[src/rtl/enc_pkg.sv]
// Shared parameters and types for the RS encoder output serializer.
// Beat geometry, FSM states and the parity-beat selection helper live here.
package enc_pkg;

  localparam int EGF_DIM     = 8;
  localparam int ENC_SYM     = 4;
  localparam int RSC_MES_LEN = 32;
  localparam int RSC_PAR_LEN = 16;

  localparam int MES_BEATS = RSC_MES_LEN / ENC_SYM;
  localparam int PAR_BEATS = RSC_PAR_LEN / ENC_SYM;
  localparam int MAX_BEATS = (MES_BEATS > PAR_BEATS) ? MES_BEATS : PAR_BEATS;
  localparam int CNT_W     = (MAX_BEATS > 1) ? $clog2(MAX_BEATS) : 1;
  localparam int PAR_IDX_W = (PAR_BEATS > 1) ? $clog2(PAR_BEATS) : 1;

  typedef logic [EGF_DIM-1:0] sym_t;
  typedef sym_t [ENC_SYM-1:0] beat_t;
  typedef sym_t [RSC_PAR_LEN-1:0] par_t;
  typedef beat_t [PAR_BEATS-1:0] par_beats_t;

  typedef enum logic [1:0] {MES, WAIT_PAR, PAR} ser_state_t;

  typedef struct packed {
    beat_t data;
    logic  par;
    logic  last;
  } out_beat_t;

  // Parity beat k carries the highest-index symbols first.
  function automatic beat_t par_beat(input par_t slot, input logic [PAR_IDX_W-1:0] k);
    par_beats_t beats;
    beats = par_beats_t'(slot);
    return beats[PAR_IDX_W'(PAR_BEATS - 1) - k];
  endfunction

endpackage

[src/rtl/enc_out_reg.sv]
// Single-entry valid/ready holding register for one output beat.
// Accepts a new beat whenever it is empty or its current beat is leaving.
module enc_out_reg
  import enc_pkg::*;
(
  input  logic      clk,
  input  logic      rst,
  input  logic      in_valid_i,
  output logic      in_ready_o,
  input  out_beat_t in_beat_i,
  output logic      out_valid_o,
  input  logic      out_ready_i,
  output out_beat_t out_beat_o
);

  logic      valid_q;
  out_beat_t beat_q;

  assign in_ready_o  = !valid_q || out_ready_i;
  assign out_valid_o = valid_q;
  assign out_beat_o  = beat_q;

  // NOTE: sequential state uses non-blocking assignments so every register
  // samples the pre-edge values of its neighbours.
  always_ff @(posedge clk) begin
    if (rst) begin
      valid_q <= 1'b0;
      beat_q  <= '0;
    end else if (in_ready_o) begin
      valid_q <= in_valid_i;
      if (in_valid_i) beat_q <= in_beat_i;
    end
  end

endmodule

[src/rtl/enc_cod_serializer.sv]
// Drains one RS codeword per frame: message beats pass through, then the
// captured parity is emitted highest symbols first, all via one output register.
module enc_cod_serializer
  import enc_pkg::*;
(
  input  logic                                clk,
  input  logic                                rst,
  input  logic                                mes_valid,
  output logic                                mes_ready,
  input  logic [ENC_SYM-1:0][EGF_DIM-1:0]     mes_data,
  input  logic                                par_valid,
  input  logic [RSC_PAR_LEN-1:0][EGF_DIM-1:0] par_data,
  output logic                                out_valid,
  input  logic                                out_ready,
  output logic [ENC_SYM-1:0][EGF_DIM-1:0]     out_data,
  output logic                                out_par,
  output logic                                out_last,
  output logic                                cw_done,
  output logic                                par_ovf
);

  if (RSC_MES_LEN % ENC_SYM != 0) begin : g_bad_mes_len
    $error("RSC_MES_LEN must be a multiple of ENC_SYM");
  end
  if (RSC_PAR_LEN % ENC_SYM != 0) begin : g_bad_par_len
    $error("RSC_PAR_LEN must be a multiple of ENC_SYM");
  end

  ser_state_t       state_q;
  logic [CNT_W-1:0] cnt_q;
  logic             slot_full_q;
  par_t             slot_q;
  logic             ovf_q;

  logic      load_ok;
  logic      mes_fire;
  logic      par_avail;
  logic      par_load;
  logic      last_mes;
  logic      last_par;
  logic      final_par;
  par_t      par_src;
  out_beat_t load_beat;
  out_beat_t out_beat;

  // An empty slot is bypassed so a parity pulse can feed beat 0 in the same cycle.
  assign par_src   = slot_full_q ? slot_q : par_t'(par_data);
  assign par_avail = slot_full_q || par_valid;
  assign last_mes  = (cnt_q == CNT_W'(MES_BEATS - 1));
  assign last_par  = (cnt_q == CNT_W'(PAR_BEATS - 1));

  assign mes_ready = (state_q == MES) && load_ok && !rst;
  assign mes_fire  = mes_valid && mes_ready;
  assign par_load  = (state_q != MES) && par_avail && load_ok;
  assign final_par = par_load && last_par;

  always_comb begin
    load_beat.data = beat_t'(mes_data);
    load_beat.par  = 1'b0;
    load_beat.last = 1'b0;
    if (par_load) begin
      load_beat.data = par_beat(par_src, cnt_q[PAR_IDX_W-1:0]);
      load_beat.par  = 1'b1;
      load_beat.last = last_par;
    end
  end

  always_ff @(posedge clk) begin
    if (rst) begin
      state_q     <= MES;
      cnt_q       <= '0;
      slot_full_q <= 1'b0;
      ovf_q       <= 1'b0;
    end else begin
      case (state_q)
        MES: begin
          if (mes_fire) begin
            if (last_mes) begin
              cnt_q   <= '0;
              state_q <= par_avail ? PAR : WAIT_PAR;
            end else begin
              cnt_q <= cnt_q + CNT_W'(1);
            end
          end
        end
        WAIT_PAR, PAR: begin
          if (par_load) begin
            if (last_par) begin
              cnt_q   <= '0;
              state_q <= MES;
            end else begin
              cnt_q   <= cnt_q + CNT_W'(1);
              state_q <= PAR;
            end
          end else if (par_avail) begin
            state_q <= PAR;
          end
        end
        default: begin
          state_q <= MES;
          cnt_q   <= '0;
        end
      endcase

      // The slot may refill in the very cycle its final beat is loaded out.
      if (par_valid && (!slot_full_q || final_par)) begin
        slot_full_q <= 1'b1;
      end else begin
        if (final_par) slot_full_q <= 1'b0;
        if (par_valid) ovf_q <= 1'b1;
      end
    end
  end

  // NOTE: parity storage has no reset; slot_full_q alone says whether it is meaningful.
  always_ff @(posedge clk) begin
    if (par_valid && (!slot_full_q || final_par)) slot_q <= par_t'(par_data);
  end

  enc_out_reg u_out_reg (
    .clk         (clk),
    .rst         (rst),
    .in_valid_i  (mes_fire || par_load),
    .in_ready_o  (load_ok),
    .in_beat_i   (load_beat),
    .out_valid_o (out_valid),
    .out_ready_i (out_ready),
    .out_beat_o  (out_beat)
  );

  assign out_data = out_beat.data;
  assign out_par  = out_beat.par;
  assign out_last = out_beat.last;
  assign cw_done  = out_valid && out_ready && out_beat.last;
  assign par_ovf  = ovf_q;

endmodule

[config.mk]
export PLATFORM = sky130hd
export DESIGN_NAME = enc_cod_serializer
export DESIGN_NICKNAME = d
export VERILOG_FILES = /design/src/rtl/enc_pkg.sv /design/src/rtl/enc_out_reg.sv /design/src/rtl/enc_cod_serializer.sv
export SDC_FILE = /design/constraint.sdc
export NUM_CORES = 1
export LEC_CHECK = 0
export CORE_MARGIN = 2
export CORE_UTILIZATION = 49
export DETAILED_ROUTE_END_ITERATION = 8
export PLACE_DENSITY = 0.88
export SLEW_MARGIN = 20
export SYNTH_ARGS = -nofsm -noshare
export SYNTH_HDL_FRONTEND = slang
export SYNTH_SLANG_ARGS = --single-unit
[constraint.sdc]
create_clock -name clk -period 18.1 [get_ports clk]
set_input_delay 3.62 -clock clk [delete_from_list [all_inputs] [get_ports clk]]
set_output_delay 3.62 -clock clk [all_outputs]
set_load 0.005 [all_outputs]
==> out/results.tsv <==
stage	metric	value	unit
status	status	finished, final reports clean	
die	core region area	15300	sq um
worst_setup_path	flop-to-flop setup slack	15.27	ns
placed_design	port buffer count	202	
yosys	synth unique cells	42	
global_routing	first-pass GRT wire length	31.6	mm
pwr	peak supply drop	75.4	uV
final_layout	most frequent cells in the layout	201 x clkdlybuf4s50_1, 128 x edfxtp_1, 57 x nand2_1	
worst_setup_path	Worst R2R Start	slot_full_q	
die	Rows	45	
yosys	post-synthesis adder-cell area fraction	0.968	%
worst_setup_path	maximum fanout along the worst path	59	
yosys	XOR/XNOR Fraction of Synth Area	0	%
timing	Max Clock Skew	0.00952	ns
clock_tree	Sink Count	170	
clock_tree	CTS H-tree depth	4	
global_routing	Total GRT Usage	25.0	%
placed_design	Placer Congestion	0.932	
global_routing	vias in the first global route	5715	
placed_design	Final HPWL DP	13.9	mm
clock_tree	TritonCTS buffer count	17	
die	top-level I/O count	203	
timing	Setup TNS	0	ns
worst_setup_path	Setup crit end	mes_ready	
final_layout	n_diodes	0	
yosys	syn_nets	694	
final_layout	share of layout cells above drive strength 1	17.6	%
worst_setup_path	crit start category	input pin	
yosys	largest family of logic cells by synthesized area	multiplexers	
clock_tree	Worst-Skew Late Latency	0.42	ns
final_layout	Final #Nets	878	
clock_tree	CTS tree	built	
timing	worst slew pin tran	1.08	ns
global_routing	initial antenna violation count	0	
routing	WL per Instance	22.5	um
timing	Final Hold Fails	0	
yosys	prevailing post-synth register cell	edfxtp_1	
yosys	Mapped Cells	523	
yosys	Post-synth ARST share	0	%
run	max cap viols	0	
worst_setup_path	crit end category	output port	
clock_tree	maximum clock path buffer count	2	
clock_tree	Clock transition at path regs	0.06	ns
yosys	cell area after synthesis	7760	sq um
worst_setup_path	Worst setup startpoint	rst	
timing	max-slew violation count	0	
routing	Initial DRT Pass Iterations	5	
worst_setup_path	R2R Path End	u_out_reg.out_beat_o[33]	
worst_setup_path	critical setup path kind	input pin to output port	
yosys	Synth Area in Simple Gates	8.31	%
final_layout	synth-to-layout area growth	35.0	%
clock_tree	Hold Buf Count CTS	0	
pwr	pwr dens	111	nW/um^2
die	die footprint	16900	sq um
placed_design	Post-DP Area	9840	sq um
timing	RSZ-0062 raised after global routing	false	
timing	relative slew slack	28.1	%
clock_tree	CTS root buf	clkbuf_16	
yosys	Synth Area in Compound Gates	7.79	%
pwr	Lkg Pwr	3.48	nW
yosys	synthesis-stage register bit count	170	
routing	post-route ant nets	0	
timing	Peak Freq	116	MHz
routing	via count	5718	
final_layout	area of the multi-input gates	2780	sq um
timing	Tcrit/Tclk final	47.6	%
global_routing	grt ovf	0	
final_layout	Fill cells	1030	
final_layout	most common cell after layout, fill and taps aside	clkdlybuf4s50_1	
clock_tree	Post-CTS Setup Bufs	0	
routing	drt first-iter violations	636	
routing	DRT Wirelength	20.9	mm
timing	# setup viols final	0	
die	Starting Density	50.7	%
final_layout	final instance area	10500	sq um
die	Die Y	130	um
yosys	Syn Area/Cell	14.8	sq um
yosys	YS warnings	0	
clock_tree	Resize count post-CTS	0	
timing	fin crit period	8.61	ns
worst_setup_path	Crit path arrival time	4.99	ns
routing	via/cell ratio	6.14	
worst_setup_path	CP Data Required Time	14.48	ns
final_layout	FF/Latch Area	4690	sq um
yosys	EDFF count, synth	128	
worst_setup_path	Worst Reg-to-Reg Cells	4	
global_routing	pin count of the biggest net entering global routing	67	
yosys	post-synthesis mux area share	18.6	%
die	Die Span X	130	um
routing	DRC viols	0	
yosys	share of the yosys chip area belonging to registers	60.4	%
worst_hold_path	type of the tightest min-delay check	flip-flop to flip-flop	
metal layers:
| layer | global-route usage [%] | up-vias | wire, um |
|---|---|---|---|
| li1 | - | 2488 | - |
| met1 | 32.9 | 2836 | 8040 |
| met2 | 40.6 | 332 | 10600 |
| met3 | 4.22 | 62 | 1470 |
| met4 | 12.0 | 0 | 860 |
| met5 | 0 | - | 0 |
worst min-delay path by stage:
stage	from	endpoint	slack, ns	cells past startpoint
floorplan	u_out_reg.out_beat_o[1]	u_out_reg.out_beat_o[1]	0.45	2
global placement	par_ovf	par_ovf	0.45	2
detailed placement	u_out_reg.out_beat_o[1]	u_out_reg.out_beat_o[1]	0.48	2
CTS	u_out_reg.out_beat_o[1]	u_out_reg.out_beat_o[1]	0.49	2
global route	u_out_reg.out_beat_o[1]	u_out_reg.out_beat_o[1]	0.51	2
finish	u_out_reg.out_beat_o[1]	u_out_reg.out_beat_o[1]	0.49	2
registers in the layout, summed over array words and instances, names as in the netlist:
signal                 flops
slot_full_q                1
state_q                    2
par_ovf                    1
u_out_reg.out_valid_o      1
cnt_q                      3
slot_q                   128
u_out_reg.out_beat_o      34
per-stage QoR:
step	hold slack [ns]	setup slack, ns	cells	power (W)	util [%]
after floorplan	0.453	4.01	523	0.000651	-
after global routing	0.510	9.42	931	0.00120	68.4
after global placement	0.452	9.53	898	0.000754	64.1
final	0.489	9.49	931	0.00116	68.4
after detailed placement	0.476	9.50	899	0.000768	64.2
after CTS	0.487	9.52	931	0.00116	68.4
area by class of cell:
| cell class | count | area share, % |
|---|---|---|
| multi-input combinational | 304 | 26.5 |
| sequential | 170 | 44.8 |
| tap | 211 | 2.52 |
| clock buffer | 17 | 4.06 |
| clock inverter | 15 | 2.02 |
| inverter | 7 | 0.251 |
| timing repair buffer | 207 | 19.8 |
cells by family (layout without fill, tap and decap cells):
kind of cell / after synthesis / after routing
flops: 170 / 170
buf+inv: 49 / 246
compound gates: 88 / 88
simple gates: 122 / 122
fa+ha+maj: 6 / 6
mux: 88 / 88
synth_stat cells, types with 2 or more instances:
cell | n | share of area (%)
a311oi_1 | 20 | 2.3
nand2_1 | 57 | 2.8
mux2_2 | 44 | 6.4
nor2_1 | 5 | 0.24
nand2b_1 | 3 | 0.24
a31oi_1 | 2 | 0.16
o22ai_1 | 45 | 3.6
nor2b_1 | 3 | 0.24
or4_1 | 13 | 1.3
mux4_2 | 39 | 11
mux2_1 | 4 | 0.58
and3_1 | 2 | 0.16
buf_4 | 6 | 0.58
nor3_1 | 4 | 0.26
nand3_1 | 15 | 0.97
inv_1 | 7 | 0.34
dfxtp_1 | 42 | 11
buf_6 | 4 | 0.58
ha_1 | 6 | 0.97
nand4b_1 | 13 | 1.5
buf_12 | 3 | 0.77
a21oi_1 | 8 | 0.52
buf_1 | 3 | 0.15
edfxtp_1 | 128 | 50
buf_2 | 15 | 0.97
clkbuf_1 | 11 | 0.53
o21ai_0 | 6 | 0.39
critical path: stages:
cell             delay [ns]
buf_2                  0.76
nor3_1                 0.12
clkdlybuf4s50_1        0.49
power breakdown:
part | total, W | internal [W] | switching, W
sequential | 0.000493 | 0.000462 | 0.0000318
clock | 0.000392 | 0.000234 | 0.000158
combinational | 0.000273 | 0.000146 | 0.000127
No activity file was read; power rests on OpenSTA's default activity.
